**src/rtl/alu_mc_top.sv**
```systemverilog
`default_nettype none
// ============================================================================
//  Module   : alu_mc_top
//  Purpose  : Multi-cycle ALU with valid/ready handshakes. Single-cycle ops
//             register their result at the accepting edge. Signed divide
//             runs a restoring divider, one quotient bit per cycle.
//  Revision : 1.0  initial release
// ============================================================================
module alu_mc_top #(
    parameter int WIDTH = 16
) (
    input  logic                 CLK,
    input  logic                 RST,
    input  logic                 IN_VALID,
    output logic                 IN_READY,
    input  logic [WIDTH-1:0]     A,
    input  logic [WIDTH-1:0]     B,
    input  logic [3:0]           ALU_FUN,
    input  logic                 OUT_READY,
    output logic                 OUT_VALID,
    output logic [2*WIDTH-1:0]   ALU_OUT,
    output logic                 Carry_OUT,
    output logic                 Arith_Flag,
    output logic                 Logic_Flag,
    output logic                 CMP_Flag,
    output logic                 SHIFT_Flag,
    output logic                 DIV_ERR
);
    localparam int          SHW     = $clog2(WIDTH);
    localparam logic [1:0]  c_IDLE  = 2'd0;
    localparam logic [1:0]  c_BUSY  = 2'd1;
    localparam logic [1:0]  c_HOLD  = 2'd2;
    localparam logic [SHW:0] c_WIDTH = (SHW+1)'(WIDTH);

    logic [1:0]           r_state, w_next_state;
    logic                 w_accept, w_div_start;

    // Single-cycle datapath
    logic [SHW-1:0]       w_sh;
    logic [WIDTH:0]       w_add_u, w_sub_u;
    logic [2*WIDTH-1:0]   w_a_ext, w_b_ext, w_prod;
    logic [WIDTH-1:0]     w_sra, w_rol;
    logic [2*WIDTH-1:0]   w_res;
    logic                 w_carry, w_err;

    // Iterative divider
    logic [WIDTH-1:0]     r_quo, r_rem, r_dvs;
    logic                 r_neg_q, r_neg_r;
    logic [SHW-1:0]       r_cnt;
    logic [WIDTH:0]       w_trial;
    logic                 w_ge;
    logic [WIDTH-1:0]     w_rem_nx, w_quo_nx, w_quo_fin, w_rem_fin;
    logic [WIDTH-1:0]     w_abs_a, w_abs_b;

    // Held result registers
    logic [2*WIDTH-1:0]   r_alu_out;
    logic                 r_carry, r_arith, r_logic, r_cmp, r_shift, r_err;

    assign w_accept    = IN_VALID && IN_READY;
    assign w_div_start = w_accept && (ALU_FUN == 4'b0011) && (B != '0);

    assign w_sh    = B[SHW-1:0];
    assign w_add_u = {1'b0, A} + {1'b0, B};
    assign w_sub_u = {1'b0, A} - {1'b0, B};
    assign w_a_ext = {{WIDTH{A[WIDTH-1]}}, A};
    assign w_b_ext = {{WIDTH{B[WIDTH-1]}}, B};
    // Low 2*WIDTH bits of the product of sign-extended operands is the signed product
    assign w_prod  = w_a_ext * w_b_ext;
    assign w_sra   = $signed(A) >>> w_sh;
    assign w_rol   = (A << w_sh) | (A >> (c_WIDTH - {1'b0, w_sh}));

    assign w_abs_a = A[WIDTH-1] ? -A : A;
    assign w_abs_b = B[WIDTH-1] ? -B : B;

    // Restoring-divider step: shift next dividend bit into the partial remainder
    assign w_trial   = {r_rem, r_quo[WIDTH-1]};
    assign w_ge      = w_trial >= {1'b0, r_dvs};
    assign w_rem_nx  = w_ge ? (w_trial[WIDTH-1:0] - r_dvs) : w_trial[WIDTH-1:0];
    assign w_quo_nx  = {r_quo[WIDTH-2:0], w_ge};
    assign w_quo_fin = r_neg_q ? -w_quo_nx : w_quo_nx;
    assign w_rem_fin = r_neg_r ? -w_rem_nx : w_rem_nx;

    // Result of every op that completes at the accepting edge
    always_comb begin
        w_res   = '0;
        w_carry = 1'b0;
        w_err   = 1'b0;
        case (ALU_FUN)
            4'b0000: begin
                // Signed sum's sign bit recovered from operand signs and the unsigned carry
                w_res   = {{WIDTH{A[WIDTH-1] ^ B[WIDTH-1] ^ w_add_u[WIDTH]}}, w_add_u[WIDTH-1:0]};
                w_carry = w_add_u[WIDTH];
            end
            4'b0001: begin
                w_res   = {{WIDTH{A[WIDTH-1] ^ B[WIDTH-1] ^ w_sub_u[WIDTH]}}, w_sub_u[WIDTH-1:0]};
                w_carry = w_sub_u[WIDTH];
            end
            4'b0010: w_res = w_prod;
            4'b0011: begin
                // Only reached with B == 0; non-zero divisors go to the iterative path
                w_res = {A, {WIDTH{1'b1}}};
                w_err = 1'b1;
            end
            4'b0100: w_res = {{WIDTH{1'b0}}, A & B};
            4'b0101: w_res = {{WIDTH{1'b0}}, A | B};
            4'b0110: w_res = {{WIDTH{1'b0}}, ~(A & B)};
            4'b0111: w_res = {{WIDTH{1'b0}}, ~(A | B)};
            4'b1000: w_res = '0;
            4'b1001: w_res = {{(2*WIDTH-2){1'b0}}, (A == B) ? 2'd1 : 2'd0};
            4'b1010: w_res = {{(2*WIDTH-2){1'b0}}, ($signed(A) > $signed(B)) ? 2'd2 : 2'd0};
            4'b1011: w_res = {{(2*WIDTH-2){1'b0}}, ($signed(A) < $signed(B)) ? 2'd3 : 2'd0};
            4'b1100: w_res = {{WIDTH{1'b0}}, A >> w_sh};
            4'b1101: w_res = {{WIDTH{1'b0}}, A << w_sh};
            4'b1110: w_res = {{WIDTH{1'b0}}, w_sra};
            default: w_res = {{WIDTH{1'b0}}, w_rol};
        endcase
    end

    // State register
    always_ff @(posedge CLK or negedge RST) begin
        if (!RST) r_state <= c_IDLE;
        else      r_state <= w_next_state;
    end

    // Next-state decode
    always_comb begin
        w_next_state = r_state;
        case (r_state)
            c_IDLE: if (w_accept) w_next_state = w_div_start ? c_BUSY : c_HOLD;
            c_BUSY: if (r_cnt == '0) w_next_state = c_HOLD;
            c_HOLD: begin
                if (w_accept)       w_next_state = w_div_start ? c_BUSY : c_HOLD;
                else if (OUT_READY) w_next_state = c_IDLE;
            end
            default: w_next_state = c_IDLE;
        endcase
    end

    // Handshake outputs decoded from the state register
    always_comb begin
        IN_READY  = 1'b0;
        OUT_VALID = 1'b0;
        case (r_state)
            c_IDLE: IN_READY = 1'b1;
            c_HOLD: begin
                IN_READY  = OUT_READY;
                OUT_VALID = 1'b1;
            end
            default: IN_READY = 1'b0;
        endcase
    end

    // Result registers and divider iteration
    always_ff @(posedge CLK or negedge RST) begin
        if (!RST) begin
            r_alu_out <= '0;
            r_carry   <= 1'b0;
            r_arith   <= 1'b0;
            r_logic   <= 1'b0;
            r_cmp     <= 1'b0;
            r_shift   <= 1'b0;
            r_err     <= 1'b0;
            r_quo     <= '0;
            r_rem     <= '0;
            r_dvs     <= '0;
            r_neg_q   <= 1'b0;
            r_neg_r   <= 1'b0;
            r_cnt     <= '0;
        end else if (w_div_start) begin
            r_quo   <= w_abs_a;
            r_rem   <= '0;
            r_dvs   <= w_abs_b;
            r_neg_q <= A[WIDTH-1] ^ B[WIDTH-1];
            r_neg_r <= A[WIDTH-1];
            r_cnt   <= SHW'(WIDTH-1);
        end else if (w_accept) begin
            r_alu_out <= w_res;
            r_carry   <= w_carry;
            r_err     <= w_err;
            r_arith   <= (ALU_FUN[3:2] == 2'b00);
            r_logic   <= (ALU_FUN[3:2] == 2'b01);
            r_cmp     <= (ALU_FUN[3:2] == 2'b10);
            r_shift   <= (ALU_FUN[3:2] == 2'b11);
        end else if (r_state == c_BUSY) begin
            r_quo <= w_quo_nx;
            r_rem <= w_rem_nx;
            r_cnt <= r_cnt - SHW'(1);
            if (r_cnt == '0) begin
                r_alu_out <= {w_rem_fin, w_quo_fin};
                r_carry   <= 1'b0;
                r_err     <= 1'b0;
                r_arith   <= 1'b1;
                r_logic   <= 1'b0;
                r_cmp     <= 1'b0;
                r_shift   <= 1'b0;
            end
        end
    end

    assign ALU_OUT    = r_alu_out;
    assign Carry_OUT  = r_carry;
    assign Arith_Flag = r_arith;
    assign Logic_Flag = r_logic;
    assign CMP_Flag   = r_cmp;
    assign SHIFT_Flag = r_shift;
    assign DIV_ERR    = r_err;

endmodule
`default_nettype wire

```
**config.mk**
```make
export PLATFORM = sky130hd
export DESIGN_NAME = alu_mc_top
export DESIGN_NICKNAME = d
export VERILOG_FILES = /design/src/rtl/alu_mc_top.sv
export SDC_FILE = /design/constraint.sdc
export NUM_CORES = 1
export LEC_CHECK = 0
export BUFFER_PORTS_ARGS = -buffer_cell sky130_fd_sc_hd__buf_2
export CORE_ASPECT_RATIO = 1.5
export CORE_MARGIN = 3
export CORE_UTILIZATION = 55
export DETAILED_ROUTE_END_ITERATION = 12
export PLACE_DENSITY = 0.79
export SYNTH_ARGS = -nofsm -noshare
export SYNTH_HDL_FRONTEND = slang
export SYNTH_SLANG_ARGS = --single-unit
export TNS_END_PERCENT = 30
```
**constraint.sdc**
```tcl
create_clock -name CLK -period 5.1 [get_ports CLK]
set_clock_uncertainty 0.15 [all_clocks]
set_input_delay 0.51 -clock CLK [delete_from_list [all_inputs] [get_ports CLK]]
set_output_delay 0.51 -clock CLK [all_outputs]
set_load 0.01 [all_outputs]
```
* Yosys cells after proc, flatten, opt, wreduce, memory -nomap -nowiden *
Cells that the tools add are included.

storage, ports and cells
  memories = 0
  word-level logic and storage cells = 119
  memory bits (writable) = 0
  flip-flop bits (word level) = 94
  bits in read-only memories = 0
  bits of input ports = 40
  bits in latches = 0

operators by class
  reduce and logical (&&, ||, !) cells = 14
  mux-type cells = 41
  bitwise operators = 9
  div/mod/pow operators = 0
  multiply operators = 1
  shift operators = 4
  equality and inequality tests = 24
  add/sub/neg operators = 9
  magnitude comparators = 3

operators with widths
  operator              number
  $pmux W32 S15         1
  $mux W16              11
  $mux W32              3
  $neg A16 Y16          4
  $mul A16 B16 Y32      1
  $not A16 Y16          2
  $or A16 B16 Y16       2
  $eq A4 B4 Y1 const B  7
  $add A16 B16 Y17      1
  $ge A17 B16 Y1        1
  $sub A16 B16 Y17      1
  $and A16 B16 Y16      1
  $eq A16 B16 Y1        1
  $eq A4 B3 Y1 const B  4
  $gt A16 B16 Y1        1
  $lt A16 B16 Y1        1
  $reduce_bool A16 Y1   1
  $shl A16 B4 Y16       1
  $shr A16 B4 Y16       1
  $shr A16 B5 Y16       1
  $sshr A16 B4 Y16      1
  $sub A16 B16 Y16      1
  $mux W2               7
  $mux W1               13
  other kinds (20)      37

* Depth between registers and ports, before layout *
Gate-level depths: netlist of run 1.

  word-level depth = 8
  gate-level depth with buffers = 27

* Worst setup path after synthesis of run 1 *
No wires, ideal clock.

  kind = input -> register
  start = input port B[3]
  end = register r_alu_out[26], in the netlist ALU_OUT[26]
  setup slack = -2,022 ps
  data arrival time = 6,844 ps
  stages = 26
  cells stage by stage = clkbuf_1 buf_1 buf_1 clkbuf_1 nand2_1 fa_1 fa_1 fa_1 inv_1 fa_1 fa_1 inv_1 fa_1 inv_1 ha_1 clkbuf_1 o21a_1 o211ai_1 a21oi_1 o22a_1 a31oi_1 o21ai_0 a21oi_1 xnor2_1 a221oi_1 a21oi_1

between the ends
  word-level cells in the longest chain between the ends = 4
  elaborated cells between the ends (all ways) = 11
  those cells by class = add/sub: 2; mul: 1; mux: 2; bitwise: 3; reduce/logical: 3

RTL lines
  what                                                                      RTL line  text
  start, declared                                                           17        input logic [WIDTH-1:0] B,
  parallel branches: the longest is 4 deep, another holds $mul A16 B16 Y32  n/a
  end signal, assigned                                                      177       r_alu_out <= w_res;
  end signal, assigned                                                      189       r_alu_out <= {w_rem_fin, w_quo_fin};
  end, declared                                                             56        logic [2*WIDTH-1:0] r_alu_out;

Parallel ways; which one is timed is not known.
A chain may end at the register's enable or synchronous reset.

* Worst setup path after layout of run 1 *
  start = input port A[4]
  end = register r_alu_out[25], in the netlist ALU_OUT[25]

between the ends
  word-level cells in the longest chain between the ends = 4
  elaborated cells between the ends (all ways) = 7
  those cells by class = add/sub: 2; mul: 1; mux: 2; bitwise: 2

RTL lines
  what                                                                      RTL line  text
  start, declared                                                           16        input logic [WIDTH-1:0] A,
  parallel branches: the longest is 2 deep, another holds $mul A16 B16 Y32  n/a
  $pmux W32 S15 *                                                           88        case (ALU_FUN)
  $mux W32 *                                                                176       end else if (w_accept) begin

Mark *: on every way between the ends.

==> summary.txt, run 1 <==
Global routing
  – Number of global-route vias before repair: 22684
  – Global-route layer with the greatest usage: met2
  – Grt met3 use: 9.47%
  – First-pass GRT wire length: 133000 um
  – Overflow after GRT: 0
  – Largest net degree at the start of global routing: 76
  – Routing usage on met1: 49.8%
  – Met2 usage: 71.8%
  – GRT Resource Usage Total: 43.6%
  – Initial antenna violation count: 4

Placement
  – HPWL Detailed: 71000 um
  – Placed Area: 24000 sq um
  – I/O Buffers: 79
  – Post-place setup slack: -2350 ps
  – GPL Wtd Cong: 1.03

Synth
  – Top cell type's share of synthesized area: 25.3%
  – Sequential fraction of the synthesis area: 11.2%
  – Top-count cell post-synth: inv_1
  – Synth area leaders: fa_1, dfrtp_1, ha_1
  – Syn nets: 3094
  – Post-synth cell types: 83
  – Area leader, netlist: fa_1
  – Syn Inst Count: 2636
  – Syn avg cell area: 7.94 sq um
  – Flops & latches, synth: 94
  – Async SR Flop Fraction: 100%
  – Primary FF master, synth: dfrtp_1
  – Synthesized area: 20900 sq um
  – Post-synth top cells: inv_1, nand2_1, fa_1, nor2_1, o21ai_0
  – Yosys Warn Count: 0
  – Post-synth EDFFs: 0

Worst setup path
  – Slowest cell on the critical path: fa_1
  – Worst path most repeated cell: fa_1
  – Crit Path Category: in -> reg
  – Reg-to-reg critical path startpoint: r_rem[3]
  – Worst path max stage delay: 570 ps
  – Worst R2R End: ALU_OUT[30]
  – Startpoint Class: input port
  – Max FO, Critical Path: 6
  – Buffers plus inverters on the worst setup path: 10
  – Worst Reg-to-Reg Cells: 16
  – CP top delay family: adder cells
  – R2R setup slack: 350 ps
  – Worst endpoint required time: 5210 ps
  – Worst Path Arrival: 6650 ps
  – CP endpoint kind: register

Layout
  – Area grow syn2layout: 19.8%
  – Layout Cell Area excl Fill: 25100 sq um
  – Fin nets: 3378
  – Share of post-route cells with drive strength above 1: 20.7%

Floorplan
  – I/O pins: 80
  – Initial Util: 56.4%
  – # rows: 86
  – Die area: 40500 sq um
  – Die width: 165 um
  – Die span in y: 245 um
  – Core area: 37100 sq um

Clock network
  – Clock Latency Late Sink: 370 ps
  – H-tree lvl count: 3
  – CTS tree: yes
  – Clock root buffer: clkbuf_16
  – Max clock buf depth: 2
  – Clk sinks: 94
  – CTS buffer count: 9
  – Clk slew on worst S/H paths: 80 ps

STA
  – Final Cycle Share: 128%
  – Setup TNS: -26830 ps
  – Rel. slew slack: 35.0%
  – Max-slew violation count: 0
  – Setup-failing EPs final: 26
  – Fmax: 0.153 GHz
  – Final WS setup: -1440 ps
  – RSZ-0062 raised after global routing: yes
  – Tightest hold margin: 297 ps
  – Final Hold Fails: 0
  – Worst Tran Pin Value: 973 ps
  – Min Clock Period, post-route: 6540 ps

Routing
  – Via count: 21931
  – Detailed Routing Iterations Pass 1: 9
  – Post-detailed-route DRC marker count: 0
  – Antenna-violating nets left: 0
  – Via density: 6.43
  – DR iter-0 viols: 2603
  – Final WL: 88700 um
  – Wire length per cell: 26.0 um

Status
  – Failing checks: negative setup slack
  – Status: complete, but fails checks

Hold path
  – Hold endpoint: r_state[1]
  – Worst Hold Launch: OUT_READY
  – Min-Delay Path Depth: 3
  – HP Class: in -> reg

Flow run
  – MaxCap Viol Count: 0
==> metrics by stage <==
| stage | utilization, % | cells |
|---|---|---|
| finish | 67.6 | 3413 |
| global route | 67.5 | 3411 |
| CTS | 66.8 | 3394 |
| detailed placement | 64.6 | 3363 |
| global placement | 64.6 | 3363 |
| floorplan | - | 2636 |
==> layer usage <==
layer	up-vias	wire length [um]
met4	0	8430
met5	-	0
met2	1429	41800
li1	9417	-
met1	10596	30200
met3	489	8390
==> cell usage in the layout, fill, tap and decap left out, drive strengths merged, types with 91 or more instances in the layout <==
master	instances
buf	422
inv	374
nand2	298
fa	265
nor2	246
o21ai	157
ha	153
a21oi	150
dfrtp	94
xnor2	91
==> state kept, by name (all words and copies together), names as in the netlist <==
| name | flops |
|---|---|
| r_cnt | 4 |
| r_rem | 16 |
| SHIFT_Flag | 1 |
| Logic_Flag | 1 |
| r_quo | 16 |
| CMP_Flag | 1 |
| ALU_OUT | 32 |
| DIV_ERR | 1 |
| r_neg_q | 1 |
| r_state | 2 |
| r_neg_r | 1 |
| Arith_Flag | 1 |
| Carry_OUT | 1 |
| r_dvs | 16 |
==> worst min-delay path, stage by stage <==
cell and delay [ps]:
buf_2 90, inv_1 60, a21o_1 110
==> what timing repair did <==
item	CTS	global route
pin swaps	47	42
setup endpoints to repair	26	26
buffers inserted	11	17
cloned	3	0
hold endpoints to repair	19	0
hold buffers	1	0
gates resized for setup	109	48
==> area by class of cell <==
class | count | area, sq um
flip-flops and latches | 94 | 2350
repair inverters | 3 | 22.5
clock buffers | 9 | 225
multi-input cells | 2003 | 17100
well taps | 484 | 606
repair buffers | 427 | 3260
inverters | 382 | 1480
fillers | 3037 | 12000
clock inverters | 7 | 72.6
diodes | 4 | 10.0
==> worst max path at each step <==
stage	startpoint	to	slack, ps	cells past startpoint
global route	A[4]	ALU_OUT[25]	-1630	28
global placement	A[4]	ALU_OUT[23]	-2190	26
finish	A[4]	ALU_OUT[25]	-1440	28
detailed placement	A[2]	ALU_OUT[23]	-2350	26
CTS	A[4]	ALU_OUT[27]	-1300	26
floorplan	A[15]	ALU_OUT[27]	-1100	27
==> logic make-up (layout without fill, tap and decap cells) <==
family	after synthesis	after routing	synth area share [%]
DFF	94	94	11.2
adders and majority gates	418	418	34.5
buffers and inverters	539	828	9.92
xor gates and xnor gates	122	122	5.10
muxes	56	56	3.25
and+or+nand+nor	779	779	16.5
other	0	4	0
AOI/OAI and AO/OA	628	628	19.5
Power of run 1 is left out: the tool's default activity adds up to more than one toggle a clock period on the data nets, which glitch-free logic cannot reach.
==> inputs of run 2 (changes only) <==
Settings changed: PLACE_DENSITY 0.79 to 0.8.
==> run 2 against run 1 <==
  * The run still ends with negative setup slack left
  * Worst hold slack got worse by 290 ps
  * Die area unchanged
  * Global-route usage increased by 0.82 points
  * Final cell count increased by 0.26%
  * Routed wire length increased by 0.78%
  * Critical path depth decreased by 3
  * Via count increased by 1.5%
  * Non-clock buffer count increased by 13
  * First-iteration DRC count decreased by 2.4%
  * Critical path type unchanged
==> summary.txt, run 2 (synthesized netlist as in run 1, its figures left out) <==
Layout
  – Layout Cell Area excl Fill: 25100 sq um
  – Area grow syn2layout: 20.1%
  – Most frequent cells in the layout: inv_1, buf_4, nand2_1
  – Fin nets: 3389
  – Fin cells: 3422
  – Number of flip-flops in the largest register: 32
  – Number of fill cells: 3059
  – Share of post-route cells with drive strength above 1: 21.1%

Routing
  – Final WL: 89400 um
  – Via density: 6.50
  – Via count: 22258
  – Wire length per cell: 26.1 um
  – Detailed Routing Iterations Pass 1: 8
  – Post-detailed-route DRC marker count: 0
  – Antenna-violating nets left: 0
  – DR iter-0 viols: 2541

Floorplan
  – I/O pins: 80
  – Die width: 165 um
  – # rows: 86
  – Die span in y: 245 um
  – Initial Util: 56.4%
  – Core area: 37100 sq um
  – Die area: 40500 sq um

Worst setup path
  – Startpoint Class: input port
  – Crit Path Category: in -> reg
  – Worst Path Arrival: 6240 ps
  – CP Launch Point: B[5]
  – Worst endpoint required time: 5160 ps
  – Reg-to-reg critical path startpoint: r_rem[3]
  – CP endpoint kind: register
  – Max FO, Critical Path: 5

Placement
  – I/O Buffers: 79
  – GPL Wtd Cong: 1.06
  – Placed Area: 24100 sq um
  – Post-Place Cells: 3376
  – HPWL Detailed: 72200 um

STA
  – Final Cycle Share: 121%
  – Fmax: 0.162 GHz
  – Worst Tran Pin Value: 862 ps
  – Setup-failing EPs final: 25
  – Max-slew violation count: 0
  – Final WS setup: -1090 ps
  – Final Hold Fails: 0
  – Setup TNS: -21480 ps
  – Rel. slew slack: 42.2%
  – Min Clock Period, post-route: 6190 ps
  – RSZ-0062 raised after global routing: yes

Clock network
  – Max clock buf depth: 2
  – Clk slew on worst S/H paths: 80 ps
  – Clock Latency Late Sink: 370 ps
  – Clk sinks: 94
  – Clock root buffer: clkbuf_16
  – H-tree lvl count: 3
  – Cts hold-fix bufs: 0
  – CTS tree: yes
  – CTS buffer count: 9

Global routing
  – Largest net degree at the start of global routing: 50
  – GRT Resource Usage Total: 44.4%
  – Overflow after GRT: 0
  – Number of global-route vias before repair: 22819
  – Initial antenna violation count: 2
  – First-pass GRT wire length: 135000 um

Hold path
  – HP Class: in -> async

Status
  – Status: complete, but fails checks
  – Failing checks: negative setup slack

Flow run
  – MaxCap Viol Count: 0
run 2: metrics by stage:
stage	hold WS (ps)	util (%)	worst slack, ps
5_1_grt	53.5	67.7	-1250
3_3_place_gp	306	64.8	-1790
4_1_cts	22.2	67.2	-1030
2_1_floorplan	64.4	-	-1100
3_5_place_dp	326	64.8	-1860
6_report	4.16	67.7	-1090
run 2: timing repair:
item | 4_1_cts | 5_1_grt
pin swaps | 64 | 30
endpoints found under the setup margin | 25 | 26
cloned | 1 | 0
gates resized for setup | 117 | 39
setup buffers | 20 | 9
run 2: per-layer routing:
metal / track usage [%] / share of wire (%) / vias to the layer above
met5: 0 / 0 / -
met4: 28.7 / 8.8 / 0
met3: 8.61 / 9.3 / 468
met2: 73.4 / 47 / 1476
met1: 52.1 / 35 / 10859
li1: - / - / 9455
run 2: final cells by class:
type | instances | area [sq um] | area share, %
clock buffer | 9 | 225 | 0.896
timing repair buffer | 440 | 3320 | 13.2
multi-input combinational | 2003 | 17100 | 67.9
antenna | 2 | 5.00 | 0.0199
inverter | 382 | 1490 | 5.92
sequential | 94 | 2350 | 9.35
tap | 484 | 606 | 2.41
timing repair inverter | 1 | 7.51 | 0.0299
clock inverter | 7 | 72.6 | 0.289
run 2: path summary, 6_finish.rpt:
kind | end | slack [ps] | cells after the start
hold reg to reg | r_dvs[1] | 350 | 2
max in group asynchronous | r_rem[10] | 3710 | 2
setup reg to reg | ALU_OUT[30] | 310 | 15
setup / recovery | ALU_OUT[25] | -1090 | 25
min in group CLK | r_state[1] | 310 | 3
hold / removal | ALU_OUT[2] | 4 | 1
run 2: worst max-delay path, cell delays in order:
cell and delay, ps:
buf_8 100, clkinvlp_4 160, nor2_1 90, fa_1 530, inv_2 50, fa_2 540
fa_2 440, fa_1 530, inv_2 50, fa_1 500, fa_1 560, ha_4 210
a21o_1 190, a21oi_2 160, buf_4 150, nor2_4 40, o31ai_2 220, buf_4 180
o211ai_1 100, buf_4 170, o21a_1 190, nor2_2 140, nor4_2 60, nor3b_1 230
o221ai_1 140
Power of run 2 is left out for the same reason.
